===== src/rtl/cpu_pkg.sv =====
// Shared datapath constants and routing select encodings for the
// writeback demultiplexer and its channel FIFOs.
package cpu_pkg;

    localparam int unsigned DATA_W     = 16;
    localparam int unsigned FIFO_DEPTH = 2;
    localparam int unsigned CNT_W      = 8;

    typedef enum logic {
        SEL_A = 1'b0,
        SEL_B = 1'b1
    } sel_e;

endpackage


===== src/rtl/route_fifo2.sv =====
// Two-entry channel FIFO with registered head word, fill level and a
// wrapping count of completed output transfers.
module route_fifo2
    import cpu_pkg::*;
#(
    parameter int unsigned WIDTH = DATA_W,
    parameter int unsigned DEPTH = FIFO_DEPTH
) (
    input  logic             CLK,
    input  logic             reset,
    input  logic             push_i,
    input  logic [WIDTH-1:0] din_i,
    input  logic             ready_i,
    output logic             valid_o,
    output logic [WIDTH-1:0] data_o,
    output logic             full_o,
    output logic             empty_o,
    output logic [1:0]       fill_o,
    output logic [CNT_W-1:0] count_o
);

    logic [WIDTH-1:0] head_q, head_d;
    logic [WIDTH-1:0] tail_q, tail_d;
    logic [1:0]       fill_q, fill_d;
    logic [CNT_W-1:0] count_q, count_d;
    logic [1:0]       wr_idx;
    logic             push;
    logic             pop;

    assign full_o  = (fill_q == 2'(DEPTH));
    assign empty_o = (fill_q == 2'd0);
    assign valid_o = !empty_o;
    assign data_o  = head_q;
    assign fill_o  = fill_q;
    assign count_o = count_q;

    assign pop    = valid_o && ready_i;
    assign push   = push_i && !full_o;
    assign wr_idx = fill_q - {1'b0, pop};

    // Pop shifts the tail forward first; the push slot is then the post-pop fill.
    always_comb begin
        head_d  = head_q;
        tail_d  = tail_q;
        fill_d  = fill_q + {1'b0, push} - {1'b0, pop};
        count_d = count_q + CNT_W'(pop);
        if (pop) begin
            head_d = tail_q;
        end
        if (push) begin
            if (wr_idx == 2'd0) begin
                head_d = din_i;
            end else begin
                tail_d = din_i;
            end
        end
    end

    always_ff @(posedge CLK or negedge reset) begin
        if (!reset) begin
            head_q  <= '0;
            tail_q  <= '0;
            fill_q  <= '0;
            count_q <= '0;
        end else begin
            head_q  <= head_d;
            tail_q  <= tail_d;
            fill_q  <= fill_d;
            count_q <= count_d;
        end
    end

endmodule


===== src/rtl/demux_1_to_2_buf.sv =====
// Buffered 1-to-2 demultiplexer: steers one producer stream into two
// independent 2-entry channel FIFOs selected by in_sel.
module demux_1_to_2_buf
    import cpu_pkg::*;
#(
    parameter int unsigned WIDTH = DATA_W,
    parameter int unsigned DEPTH = FIFO_DEPTH
) (
    input  logic             CLK,
    input  logic             reset,
    input  logic             in_valid,
    output logic             in_ready,
    input  logic [WIDTH-1:0] in_data,
    input  logic             in_sel,
    output logic             a_valid,
    input  logic             a_ready,
    output logic [WIDTH-1:0] a_data,
    output logic [CNT_W-1:0] a_count,
    output logic             b_valid,
    input  logic             b_ready,
    output logic [WIDTH-1:0] b_data,
    output logic [CNT_W-1:0] b_count
);

    sel_e       sel;
    logic       full_a, full_b;
    logic       empty_a, empty_b;
    logic [1:0] fill_a, fill_b;
    logic       push_a, push_b;
    logic       xfer;

    assign sel = sel_e'(in_sel);

    // Readiness looks only at the selected channel's registered fill.
    always_comb begin
        in_ready = 1'b0;
        if (reset) begin
            in_ready = (sel == SEL_B) ? !full_b : !full_a;
        end
    end

    assign xfer   = in_valid && in_ready;
    assign push_a = xfer && (sel == SEL_A);
    assign push_b = xfer && (sel == SEL_B);

    route_fifo2 #(
        .WIDTH (WIDTH),
        .DEPTH (DEPTH)
    ) u_fifo_a (
        .CLK     (CLK),
        .reset   (reset),
        .push_i  (push_a),
        .din_i   (in_data),
        .ready_i (a_ready),
        .valid_o (a_valid),
        .data_o  (a_data),
        .full_o  (full_a),
        .empty_o (empty_a),
        .fill_o  (fill_a),
        .count_o (a_count)
    );

    route_fifo2 #(
        .WIDTH (WIDTH),
        .DEPTH (DEPTH)
    ) u_fifo_b (
        .CLK     (CLK),
        .reset   (reset),
        .push_i  (push_b),
        .din_i   (in_data),
        .ready_i (b_ready),
        .valid_o (b_valid),
        .data_o  (b_data),
        .full_o  (full_b),
        .empty_o (empty_b),
        .fill_o  (fill_b),
        .count_o (b_count)
    );

    // Status taps kept for debug visibility; routing needs only full flags.
    logic unused_status;
    assign unused_status = ^{empty_a, empty_b, fill_a, fill_b};

endmodule

===== config.mk =====
export PLATFORM = sky130hd
export DESIGN_NAME = demux_1_to_2_buf
export DESIGN_NICKNAME = d
export VERILOG_FILES = /design/src/rtl/cpu_pkg.sv /design/src/rtl/route_fifo2.sv /design/src/rtl/demux_1_to_2_buf.sv
export SDC_FILE = /design/constraint.sdc
export NUM_CORES = 1
export LEC_CHECK = 0
export ABC_AREA = 1
export BUFFER_PORTS_ARGS = -buffer_cell sky130_fd_sc_hd__buf_4
export CORE_MARGIN = 2
export CORE_UTILIZATION = 56
export DETAILED_ROUTE_END_ITERATION = 8
export HOLD_SLACK_MARGIN = 0.1
export PLACE_DENSITY = 0.8
export SLEW_MARGIN = 30
export SYNTH_ARGS = -nofsm -noshare
export SYNTH_HDL_FRONTEND = slang
export SYNTH_SLANG_ARGS = --single-unit

===== constraint.sdc =====
create_clock -name CLK -period 2.7 [get_ports CLK]
set_clock_uncertainty 0.1 [all_clocks]
set_input_delay 0.135 -clock CLK [delete_from_list [all_inputs] [get_ports CLK]]
set_output_delay 0.135 -clock CLK [all_outputs]
set_load 0.01 [all_outputs]

---- Word-level counts from Yosys, hierarchy flattened ----
Index checks and enable logic that the tools add are counted.
word-level totals
  output and inout port bits .............. 51
  bits in registers ....................... 84
  word-level logic and storage cells ...... 46
cells by class
  bitwise operators ....................... 3
  eq/ne operators ......................... 2
  $add $sub $neg .......................... 8
  muxes and demuxes ....................... 8
  reductions and logical operators ........ 17
operators by type and width
  operator            count
  $mux 16             6
  $add 8x1->8         2
  $logic_not 2->1     4
  $sub 2x1->2         4
  $logic_and 1x1->1   7
  $add 2x1->2         2
  $eq 2x2->1 const B  2
  $logic_not 1->1     4
  $reduce_and 2->1    2
  $not 1->1           3
  $mux 1              2

---- Depth between registers and ports, before layout ----
  depth after elaboration ................. 9
  mapped depth ............................ 14

---- Cells and area by module ----
Synthesis repeated with hierarchy kept, for this count alone.
second synthesis, totals
  cells, all modules ...................... 515
  area, all modules ....................... 4057.6 um^2
by module, submodules not included
  module            cells each  sequential area each (um^2)  area each (um^2)  instances
  route_fifo2       254         1051.0                       2008.2            2
  demux_1_to_2_buf  7           0.0                          41.3              1

---- Worst setup path after synthesis ----
Ideal clock, no wire load.
  path type ............................... flip-flop to flip-flop
  from .................................... register u_fifo_b.fill_q[0] (netlist: u_fifo_b.fill_o[0])
  to ...................................... register u_fifo_b.tail_q[10]
  setup time .............................. 83 ps
  arrival ................................. 2125 ps
  cell stages (with the launch flop) ...... 13
  data required time ...................... 2517 ps
  slack ................................... 393 ps
  path buffers ............................ 2
  path through ............................ dfrtp_1 inv_1 nand2_1 nand2_2 clkinv_1 buf_4 ha_1 xnor2_1 nand2_1 nand2_1 clkbuf_1 nand2_1 o21ai_0
RTL lines
  item                        line                    RTL
  start, declared             route_fifo2.sv:24       logic [1:0] fill_q, fill_d;
  start signal, assigned      route_fifo2.sv:68       fill_q <= fill_d;
  $logic_not 2->1             route_fifo2.sv:31       assign empty_o = (fill_q == 2'd0);
  $logic_not 1->1             route_fifo2.sv:32       assign valid_o = !empty_o;
  named net b_valid           demux_1_to_2_buf.sv:19  output logic b_valid,
  $logic_and 1x1->1           route_fifo2.sv:37       assign pop = valid_o && ready_i;
  $sub 2x1->2                 route_fifo2.sv:39       assign wr_idx = fill_q - {1'b0, pop};
  $logic_not 2->1             route_fifo2.sv:51       if (wr_idx == 2'd0) begin
  $not 1->1 (no line)         n/a
  $reduce_and 2->1 (no line)  n/a
  end signal, assigned        route_fifo2.sv:67       tail_q <= tail_d;
  end, declared               route_fifo2.sv:23       logic [WIDTH-1:0] tail_q, tail_d;
The timed path passes the listed nets, and every way through them passes these cells.
A chain may end at the register's enable or synchronous reset.

---- Final worst setup path ----
  from .................................... register u_fifo_a.fill_q[1] (netlist: u_fifo_a.fill_o[1])
  to ...................................... register u_fifo_a.head_q[12] (netlist: u_fifo_a.data_o[12])
between the ends
  word-level cells in the longest chain between the ends .. 8
ends and longest elaborated chain
  item                                                 line               RTL
  start, declared                                      route_fifo2.sv:24
  start signal, assigned                               route_fifo2.sv:68
  branches (longest 7 deep; another with $sub 2x1->2)  n/a
  $mux 16 *                                            route_fifo2.sv:50  if (push) begin
  named net u_fifo_a.head_d[12]                        route_fifo2.sv:22  logic [WIDTH-1:0] head_q, head_d;
  end signal, assigned                                 route_fifo2.sv:61  head_q <= '0;
  end signal, assigned                                 route_fifo2.sv:66  head_q <= head_d;
  end, declared                                        route_fifo2.sv:22
Mark *: on every way through the listed nets, which the timed path passes.

==> results by group <==
Outcome
  – Status: completed

Logic synthesis
  – FF+latch count, synth: 84
  – Synth Warn #: 0
  – Distinct cells, synth: 26
  – Mapped Cells: between 500 and 600
  – Synth Net Count: about 540
  – Sequential element share of the synthesized area: about 52%
  – Mean Syn Cell Area: around 8 sq um
  – Netlist Area Pre-Place: 0.00406 sq mm

Die
  – Die Height: just under 90 microns
  – # IOs: 73
  – CORE AREA: just over 0.007 sq mm
  – Die Area: about 0.0080 sq mm
  – Cell row count: 31
  – Initial Util: ~57%
  – Die Span X: ~89 microns

Timing
  – Endpoints failing hold: 0
  – Setup Viol. Count Final: 0
  – Worst-margin pin slew: approximately 860 ps
  – Max Freq: around 440 MHz
  – RSZ-0062 raised after global routing: false
  – Slew headroom: a little over two fifths
  – Final Max Tran Viols: 0
  – Min Tclk post-route: approximately 2300 ps
  – Final worst-path cycle share: 84.9%
  – TNS Setup: 0 ps

Global route
  – Aggregate global routing overflow: 0
  – Largest net degree at the start of global routing: 70
  – Global-route wire length before repair: 15800 microns
  – Initial antenna violation count: 0
  – Vias in the first global route: 3435
  – Global-route usage over all layers: 26.0%

CTS
  – Clock latency on the worst-skew pair: roughly 350 ps
  – # H-tree levels: 3
  – CTS max path bufs: 2
  – CTS sink cnt: 84
  – Root buf cell: clkbuf_8
  – CTS buffer count: 9
  – Postcts setup bufs: 0
  – Reg clk slew, reported paths: 80 ps
  – TritonCTS clock tree: done

Placed design
  – RePlAce Congestion: 0.865
  – HPWL Detailed: roughly 6400 microns
  – Port bufs: 72
  – Post-placement cell count: 664

Drt
  – Drt wl/cell: 13.7 microns
  – DRT antenna net count: 0
  – Routed WL: 9560 microns
  – Met2 routed WL: 4630 microns
  – DRT met1 WL: a little over 4000 microns
  – Vias per cell: slightly above 5
  – Uppermost routed layer: met4
  – Drt first pass iters: 5
  – Initial DRC Count: ~280
  – Met3 wire length: roughly 600 microns
  – Vias: around 3600
  – Number of remaining DRC errors: 0

Finish
  – Syn-to-layout area delta: 24.8%
  – Antenna Cells: 0
  – Post-Layout Cell Count: between 600 and 700
  – Most frequent cells in the layout: nand2_1, dfrtp_1, buf_4, inv_1, nand3_1
  – Final #Nets: ~620
  – Commonest non-fill, non-tap cell in the layout: nand2_1
  – Share of layout cells above drive strength 1: 18.3%

Setup path
  – Worst EP required: approximately 2900 ps
  – Crit. End Element: register
  – Peak per-stage delay on the critical path: 440 ps
  – Crit-path leading delay family: buffers and inverters
  – Crit-path slowest cell: dfrtp_1
  – WP buf/inv: 5
  – Critical path, cell by cell: inv_1, nand2_2, nand2_2, inv_1, ha_1, inv_1, nor2_2, inv_1, buf_4, nand2_1, nand2_1, nand2_1, nand2_1
  – Worst setup SP type: register
  – Setup CP Type: register to register
  – Worst Path Max Fanout: 23
  – Arr. time, crit path: 2480 ps

Power
  – Pwr Density: 1120 mW/mm^2
  – Static Leak: about 2.8 nW
  – IR drop worst, VDD: between 0.5 and 0.6 mV

Flow run
  – Max-Cap Viols: 0

Min path
  – Hold crit path type: input port to asynchronous set/reset pin
==> timing repair <==
action | CTS | global route
resized for setup | 0 | 0
hold endpoints to repair | 81 | 0
hold buffers | 19 | 0
==> sequential cells by signal, summed over array words and instances, names as in the netlist <==
register          flops
u_fifo_a.count_o      8
u_fifo_a.data_o      16
u_fifo_b.count_o      8
u_fifo_a.fill_o       2
u_fifo_b.fill_o       2
u_fifo_b.tail_q      16
u_fifo_a.tail_q      16
u_fifo_b.data_o      16
==> layer usage <==
metal / global-route usage, % / vias up
met1: 34.8 / 1655
met4: 11.0 / 0
li1: - / 1763
met2: 42.7 / 152
met3: 3.69 / 18
met5: 0 / -
==> area by class of cell <==
class	instances	area [sq um]
clock buffer	11	151
clock inverter	5	60.1
fill	594	2070
inverter	35	131
multi-input combinational	364	1690
sequential	84	2100
tap	99	124
timing repair buffer	101	806
==> cells by family (layout without fill, tap and decap cells) <==
| family | after synthesis | after routing | synth area share [%] |
|---|---|---|---|
| flops | 84 | 84 | 51.7 |
| buf+inv | 58 | 152 | 6.56 |
| fa+ha+maj | 7 | 7 | 2.16 |
| simple gates | 309 | 309 | 32.2 |
| compound gates | 32 | 32 | 3.94 |
| xor+xnor | 16 | 16 | 3.45 |
==> power by group <==
part / internal, W / switching [W]
logic: 0.00107 / 0.00145
registers: 0.00184 / 0.000375
clock network: 0.000479 / 0.000451
total: 0.00339 / 0.00228
==> synthesized netlist by cell type, drive strengths merged <==
cell    number  area (sq um)
xor2        11          96.3
nand2      239           912
xnor2        5          43.8
dfrtp       84          2100
nor2        22          95.1
nor3         3          26.3
nand4       20           125
clkbuf       7          26.3
clkinv       1          3.75
a21oi       16          80.1
buf         16           109
ha           7          87.6
inv         34           128
o21ai       16          80.1
nand3       25           148
==> metrics by stage <==
stage / total power (W) / instance area [sq um] / setup slack [ps] / utilization, % / hold slack [ps]
final: 0.00567 / 5070 / 409 / 71.0 / 93.2
after detailed placement: 0.00473 / 4670 / 476 / 65.4 / -78.1
after CTS: 0.00569 / 5070 / 442 / 71.0 / 102
after floorplan: 0.00377 / 4060 / 393 / - / -261
after global routing: 0.00617 / 5070 / 227 / 71.0 / 112
after global placement: 0.00461 / 4670 / 606 / 65.4 / -83.9
==> worst paths after layout <==
path	end	from	slack, ps	cells after the start
max	u_fifo_a.data_o[12]$_DFF_PN0_	u_fifo_a.fill_o[1]$_DFF_PN0_	410	13
min	u_fifo_a.count_o[6]$_DFF_PN0_	reset	90	2
max reg2reg	u_fifo_a.data_o[12]$_DFF_PN0_	u_fifo_a.fill_o[1]$_DFF_PN0_	410	13
min reg2reg	u_fifo_a.count_o[7]$_DFF_PN0_	u_fifo_a.count_o[7]$_DFF_PN0_	370	1
max in group asynchronous	u_fifo_a.data_o[14]$_DFF_PN0_	reset	1280	3
min in group CLK	u_fifo_b.fill_o[0]$_DFF_PN0_	b_ready	150	5
==> worst reg2reg max path: cells and delay by family, from the launching register on <==
family,cells,cell delay [ps]
buf+inv,5,910
fa+ha+maj,1,280
simple gates,7,490
flops,1,440
No activity file was read; power rests on OpenSTA's default activity.
